## src/rtl/ysyx_22050550_trap_seq.sv

```systemverilog
// Timer-interrupt trap sequencer and CSR write-port arbiter.
// Sits between write-back and the CSR file. When a machine timer interrupt is
// pending and enabled, it freezes fetch, drains the pipeline, takes the CSR
// write port for one cycle to write mepc/mcause/mstatus, then redirects fetch
// to the trap vector. In every other state, WB CSR writes pass straight through.
module ysyx_22050550_trap_seq #(
  parameter logic [63:0] RESET_PC = 64'h8000_0000
) (
  input  logic        clock,
  input  logic        reset,
  input  logic        wb_valid,
  input  logic [63:0] wb_nextpc,
  input  logic [7:0]  wb_csren,
  input  logic [63:0] wb_mepc,
  input  logic [63:0] wb_mcause,
  input  logic [63:0] wb_mstatus,
  input  logic [63:0] mstatus,
  input  logic [63:0] mie,
  input  logic [63:0] mip,
  input  logic [63:0] mtvec,
  input  logic        pipe_empty,
  input  logic        redirect_ready,
  output logic [7:0]  csr_en,
  output logic [63:0] csr_mepc,
  output logic [63:0] csr_mcause,
  output logic [63:0] csr_mstatus,
  output logic        wb_ready,
  output logic        hold_fetch,
  output logic        flush,
  output logic        redirect_valid,
  output logic [63:0] redirect_pc,
  output logic [31:0] trap_cnt
);

  typedef enum logic [1:0] {IDLE, DRAIN, TRAP, REDIR} state_t;

  localparam logic [7:0]  TRAP_CSREN  = 8'b0000_1011;
  localparam logic [63:0] MCAUSE_MTI  = 64'h8000_0000_0000_0007;

  state_t      state_q;
  state_t      state_d;
  logic [63:0] epc_q;
  logic [31:0] cnt_q;
  logic        first_redir_q;
  logic        pend;

  // mstatus image written on trap entry: MPIE <= MIE, MIE <= 0, MPP <= M-mode.
  function automatic logic [63:0] trap_mstatus(input logic [63:0] ms);
    logic [63:0] r;
    r        = ms;
    r[7]     = ms[3];
    r[3]     = 1'b0;
    r[12:11] = 2'b11;
    return r;
  endfunction

  // Trap target: vectored mode (mode 01) jumps to the MTI slot, cause 7 * 4.
  function automatic logic [63:0] trap_vector(input logic [63:0] tvec);
    logic [63:0] base;
    base = {tvec[63:2], 2'b00};
    return (tvec[1:0] == 2'b01) ? base + 64'd28 : base;
  endfunction

  assign pend = mip[7] & mie[7] & mstatus[3];

  // State, first-REDIR flag and trap counter registers.
  always_ff @(posedge clock) begin
    if (!reset) begin
      state_q       <= IDLE;
      first_redir_q <= 1'b0;
      cnt_q         <= 32'd0;
    end else begin
      state_q       <= state_d;
      first_redir_q <= (state_q == TRAP);
      if (state_q == TRAP) cnt_q <= cnt_q + 32'd1;
    end
  end

  // Resume PC follows every accepted retirement, in any state.
  always_ff @(posedge clock) begin
    if (!reset) epc_q <= RESET_PC;
    else if (wb_valid && wb_ready) epc_q <= wb_nextpc;
  end

  // Next-state and output decode; trap write owns the CSR port only in TRAP.
  always_comb begin
    state_d        = state_q;
    csr_en         = wb_csren;
    csr_mepc       = wb_mepc;
    csr_mcause     = wb_mcause;
    csr_mstatus    = wb_mstatus;
    wb_ready       = 1'b1;
    hold_fetch     = 1'b0;
    redirect_valid = 1'b0;
    unique case (state_q)
      IDLE: begin
        if (pend) state_d = DRAIN;
      end
      DRAIN: begin
        hold_fetch = 1'b1;
        if (pipe_empty) state_d = pend ? TRAP : IDLE;
      end
      TRAP: begin
        wb_ready    = 1'b0;
        hold_fetch  = 1'b1;
        csr_en      = TRAP_CSREN;
        csr_mepc    = epc_q;
        csr_mcause  = MCAUSE_MTI;
        csr_mstatus = trap_mstatus(mstatus);
        state_d     = REDIR;
      end
      REDIR: begin
        hold_fetch     = 1'b1;
        redirect_valid = 1'b1;
        if (redirect_ready) state_d = IDLE;
      end
      default: state_d = IDLE;
    endcase
  end

  assign flush       = first_redir_q;
  assign redirect_pc = trap_vector(mtvec);
  assign trap_cnt    = cnt_q;

endmodule
```

## config.mk

```make
export PLATFORM = sky130hd
export DESIGN_NAME = ysyx_22050550_trap_seq
export DESIGN_NICKNAME = d
export VERILOG_FILES = /design/src/rtl/ysyx_22050550_trap_seq.sv
export SDC_FILE = /design/constraint.sdc
export NUM_CORES = 1
export LEC_CHECK = 0
export CORE_AREA = 2 2 323 325
export CTS_CLUSTER_SIZE = 8
export DETAILED_ROUTE_END_ITERATION = 8
export DIE_AREA = 0 0 325 327
export GPL_ROUTABILITY_DRIVEN = 1
export PLACE_DENSITY_LB_ADDON = 0.15
export SETUP_SLACK_MARGIN = 0.15
export SKIP_CTS_REPAIR_TIMING = 1
export SLEW_MARGIN = 20
export SYNTH_ARGS = -nofsm -noshare
export SYNTH_HDL_FRONTEND = slang
export SYNTH_SLANG_ARGS = --single-unit
export TNS_END_PERCENT = 100
```

## constraint.sdc

```tcl
create_clock -name clock -period 2.8 [get_ports clock]
set_input_delay 0.42 -clock clock [delete_from_list [all_inputs] [get_ports clock]]
set_output_delay 0.42 -clock clock [all_outputs]
set_load 0.05 [all_outputs]
```

==> results of run 1 <==
## registers in the layout (all words and copies together) (netlist names), named ones only
signal / count
flush: 1
state_q: 1
epc_q: 64
trap_cnt: 32
## layout make-up
cell class	instances	area (um^2)	share of cell area (%)
repair buffers	842	8710	46.3
multi-input cells	970	5980	31.8
flip-flops and latches	99	1990	10.6
well taps	1380	1730	9.19
clock buffers	10	239	1.27
inverters	16	67.6	0.359
clock inverters	6	58.8	0.313
diodes	10	25.0	0.133
## power breakdown
part           total (mW)  leakage (nW)  internal (mW)  switching, mW
clock network        1.34         0.148          0.649          0.686
registers            1.49         0.810           1.46         0.0302
logic                2.53          7.23           1.13           1.40
total                5.35          8.19           3.23           2.12
## metal layers
metal | GRT usage, % | vias up
met5 | 1.11 | -
met4 | 1.69 | 16
met3 | 6.55 | 72
met2 | 20.1 | 564
met1 | 14.4 | 4978
li1 | - | 5223
## tightest hold or removal path, stage by stage, from the launching register on
cell	delay, ns
dfxtp_1	0.31
nand2_1	0.05
a21boi_0	0.06
## cells in the final DEF, fill, tap and decap left out, drive strengths merged
master	n
nand2b	18
nor4b	2
a21boi	66
dlymetal6s2s	30
nor2	20
nand4b	1
nor2b	6
mux2i	7
o31ai	1
o211a	1
clkinv	3
buf	422
ha	2
diode	10
conb	2
nand3b	2
or2	3
nand2	550
and2	88
nor4	19
nand4	23
a21oi	1
and3	7
dfxtp	99
and4b	1
xor2	41
or4	2
and4	7
o21ai	5
inv	19
clkdlybuf4s50	380
clkbuf	20
o211ai	1
xnor2	40
nand3	29
or3	5
nor3	20
## through the flow
step	util [%]	instance area [um^2]	hold slack, ns
after global routing	18.2	18800	0.492
after global placement	17.1	17600	0.457
after floorplan	-	7800	0.440
after detailed placement	17.1	17600	0.462
final	18.3	18800	0.469
after CTS	17.4	17900	0.473
## cells by family after synthesis
group / Yosys count / synth area share [%]
xor+xnor: 81 / 9.65
buf+inv: 86 / 4.73
compound gates: 75 / 7.49
fa+ha+maj: 2 / 0.340
flops: 99 / 27.0
simple gates: 803 / 49.8
mux: 7 / 0.953
other cells: 1 / 0.0510
## worst paths after layout
path | from | endpoint | cells after the start
max reg2reg | state_q[0]$_SDFFE_PN0P_ | epc_q[51]$_SDFFE_PN0P_ | 7
min reg2reg | epc_q[16]$_SDFFE_PN0P_ | epc_q[16]$_SDFFE_PN0P_ | 2
min | epc_q[16]$_SDFFE_PN0P_ | epc_q[16]$_SDFFE_PN0P_ | 2
max | mtvec[24] | redirect_pc[53] | 8
==> impl_metrics.ini, run 1 <==
[logic_synthesis]
syn_area_per_cell_um2 = 6.37
synth_area_mm2 = 0.00735
async_reset_ff_share_pct = 0
yosysMostFrequentCell = nand2_1
ys_types = 42
synth_common_cells = 549 x nand2_1, 99 x dfxtp_1, 88 x and2_1
synth_flop_cell = dfxtp_1
postSynthCellCount = 1154
synth_edf_count = 0
yosys_warnings = 0
yosysTopAreaCellShare_pct = 28.0
synth.largest_area_cell = nand2_1
ys_seq_elements = 99
synthTopCellsByArea = nand2_1 28%, dfxtp_1 27%, and2_1 7.5%
yosysSeqAreaShare_pct = 27.0

[critical_path]
critPathKind = in2out
end_kind = primary output
critPathTopFamily = simple AND/OR/NAND/NOR gates
rrSetupSlack_ns = 0.52
critical_path_arrival_ns = 2.68
worstPathRequired_ns = 2.38
startpoint_type = input port
slowest_delay_ns = 0.61
crit_chain = buf_8 > nand4_1 > or4_4 > or4_4 > buf_6 > nor4_4 > xor2_4 > buf_12
crit_fanout = 3
path_common_cell = or4_4
cp_slowest_cell = or4_4
critPathBufInv = 3

[global_routing]
grt_max_degree = 79
grt.overflow.total = 0
antenna_found_initial = 37
grt_usage_pct = 12.3
grt_pass1_vias = 11200
grt_pass1_wl_um = 91600

[routing]
routed.top_layer = met5
vias = 10900
drtAntennaViolNets = 0
vias_per_cell = 3.26
avgRoutedWirePerCell_um = 20.9
wl_met2_um = 32200
dr.pass1.iters = 5
first_iter_violations = 362
drt-total-wl_um = 69600
wl_met3_um = 7710
drc_errors = 0
wl_met1_um = 28700

[floorplanning]
die_y_um = 327
die-area_mm2 = 0.106
boundaryPins = 825
fp.dieW_um = 325
coreArea_mm2 = 0.103
rows = 118
initial_core_util_pct = 7.14

[run_status]
violations = negative setup slack
outcome = finished, violations left

[final_layout]
synthToLayoutAreaGrowth_pct = 156
layout.nets = 2465
stdcell_count = 3333
n_fill_cell = 11700
drive_above_1_share_pct = 28.6

[placed_design]
place.gp.congestion = 0.896
io_buffer_count = 693
dp.cells = 3287
dp_hpwl_um = 59700
dp_slack_ns = -0.766

[timing]
fin_setup_tns_ns = -2.56
setup_slack_ns = -0.302
hold_viol_final = 0
period_share_pct = 111
finalSetupViolCount = 14
worstMarginPinSlew_ns = 0.818
relSlewSlack_pct = 45.4
rsz0062_at_grt = true
min_period_ns = 3.10
max_freq_mhz = 322
finClkSkew_ns = 0.0158
maxSlewViolCount = 0

[clocking]
cts.htree.levels = 3
clkLatencyLatePin_ns = 0.39
numCtsBuffers = 9
clk_pin_slew_ns = 0.07
clk_path_buf_depth = 2
cts_sinks = 99
clock-root-buffer = clkbuf_16
cts_tree = yes

[pwr]
ir_worst_vdd_v = 0.000266
power_density_mw_per_mm2 = 285
p_total_mw = 5.35
leakage_nw = 8.19

[flow_run]
drv_cap = 0

[hold_path]
hp-class = reg2reg
Power figures use the tool's default switching activity.
==> inputs of run 2 (changes only) <==
- REMOVE_ABC_BUFFERS: unset -> 1
==> run 2 against run 1 <==
The flow still finishes with violations (negative setup slack). Fmax up 3.4%. Cell count up 0.27%. Clock-buffer cell count down 1. Critical path type unchanged.
==> impl_metrics.ini, run 2 (synthesis results as in run 1) <==
[timing]
hold_viol_final = 0
rsz0062_at_grt = true
maxSlewViolCount = 0
setup_slack_ns = -0.200
max_freq_mhz = 333
fin_setup_tns_ns = -1.64
min_period_ns = 3.00
finalSetupViolCount = 13
period_share_pct = 107
finClkSkew_ns = 0.0115
worstMarginPinSlew_ns = 0.682
holdWs_ns = 0.464
relSlewSlack_pct = 54.4

[global_routing]
antenna_found_initial = 23
grt_pass1_wl_um = 84400
grt_max_degree = 80
grt_pass1_vias = 10700
grt.overflow.total = 0
grt_usage_pct = 11.2

[flow_run]
drv_cap = 0

[clocking]
cts_tree = yes
clk_path_buf_depth = 2
clkLatencyLatePin_ns = 0.38
numCtsBuffers = 9
cts_sinks = 99
cts.htree.levels = 3
clock-root-buffer = clkbuf_16
clk_pin_slew_ns = 0.07

[pwr]
ir_worst_vdd_v = 0.000233
switching_share_pct = 37.5
power_switching_mw = 2.03
pwr-share-comb_pct = 46.2
p_total_mw = 5.41
internal_power_mw = 3.39
pwr-share-clk_pct = 26.4
leakage_nw = 8.18
power_density_mw_per_mm2 = 293
p_seq_share_pct = 27.4

[critical_path]
critPathKind = in2out
worst_r2r_endpoint = trap_cnt[24]$_SDFFE_PN0P_
crit_fanout = 8
worstPathRequired_ns = 2.38
rrSetupSlack_ns = 0.83
reg2regPathDepth = 7
crit_end = redirect_pc[53]
critical_path_arrival_ns = 2.58
end_kind = primary output
worstSetupStartpoint = mtvec[28]
startpoint_type = input port
worstReg2RegStart = trap_cnt[0]$_SDFFE_PN0P_

[routing]
dr.pass1.iters = 4
drc_errors = 0
drt-total-wl_um = 62800
first_iter_violations = 315
vias = 10700
vias_per_cell = 3.19
avgRoutedWirePerCell_um = 18.8
drtAntennaViolNets = 0

[floorplanning]
die-area_mm2 = 0.106
coreArea_mm2 = 0.103
boundaryPins = 825
rows = 118
fp.dieW_um = 325
die_y_um = 327
initial_core_util_pct = 7.14

[final_layout]
synthToLayoutAreaGrowth_pct = 152
n_fill_cell = 11800
post-route-util_pct = 18.0
drive_above_1_share_pct = 27.8
layout.nets = 2478
final_common_cell = nand2_1
layout.cells.most_common_list = 547 x nand2_1, 380 x clkdlybuf4s50_1, 324 x buf_4, 99 x dfxtp_1, 87 x and2_1
largest_register_ff_count = 64
largest-register = epc_q

[placed_design]
io_buffer_count = 693
dp_hpwl_um = 54200
dp_slack_ns = -0.692
place.gp.congestion = 0.877

[hold_path]
hp-class = reg2reg
hp-start = epc_q[63]$_SDFFE_PN0P_

[run_status]
violations = negative setup slack
outcome = finished, violations left
[run 2: cell count changes in the layout (fill, tap and decap cells not counted), sizes merged]
cell	before	now
clkinvlp	0	1
clkinv	3	2
dlymetal6s2s	30	28
inv	19	18
clkbuf	20	19
buf	422	437
diode	10	6
bufinv	0	2
[run 2: cell type report]
type                            instances  area (um^2)  share of cell area (%)
Multi-Input combinational cell        970         5610                    30.3
Timing Repair Buffer                  855         8770                    47.4
Clock buffer                            9          225                    1.22
Sequential cell                        99         1980                    10.7
Clock inverter                          7         97.6                   0.528
Antenna cell                            6         15.0                  0.0812
Inverter                               16         67.6                   0.365
Tap cell                             1380         1730                    9.34
[run 2: worst min-delay path by stage]
stage / slack, ns / endpoint / depth (start not counted)
detailed placement: 0.46 / epc_q[50]$_SDFFE_PN0P_ / 2
finish: 0.46 / epc_q[63]$_SDFFE_PN0P_ / 2
global route: 0.48 / epc_q[61]$_SDFFE_PN0P_ / 2
CTS: 0.47 / epc_q[63]$_SDFFE_PN0P_ / 2
floorplan: 0.44 / epc_q[31]$_SDFFE_PN1P_ / 2
global placement: 0.45 / epc_q[63]$_SDFFE_PN0P_ / 2
[run 2: metrics by stage]
step	cells	cell area [um^2]
2_1_floorplan	1085	7070
3_3_place_gp	3288	17100
3_5_place_dp	3288	17100
4_1_cts	3304	17500
5_1_grt	3339	18500
6_report	3342	18500
[run 2: worst max-delay path, cell delays in order]
cell,delay (ns)
buf_6,0.08
nand4_4,0.11
or4_4,0.56
or4_4,0.70
nor4_4,0.32
xor2_2,0.22
buf_12,0.16
[run 2: power by group through the flow]
stage	clock network, mW	logic (mW)	registers, mW
final	1.43	2.50	1.49
after global placement	0	2.50	1.52
after global routing	1.57	2.63	1.49
after floorplan	0	1.04	1.51
after detailed placement	0	2.50	1.52
after CTS	1.52	2.51	1.49
[run 2: per-layer routing]
metal	vias to the layer above	global-route usage, %	wire (um)
li1	5255	-	-
met1	4825	12.9	24700
met2	492	19.3	30000
met3	69	4.61	6420
met4	10	2.43	1680
met5	-	0	61
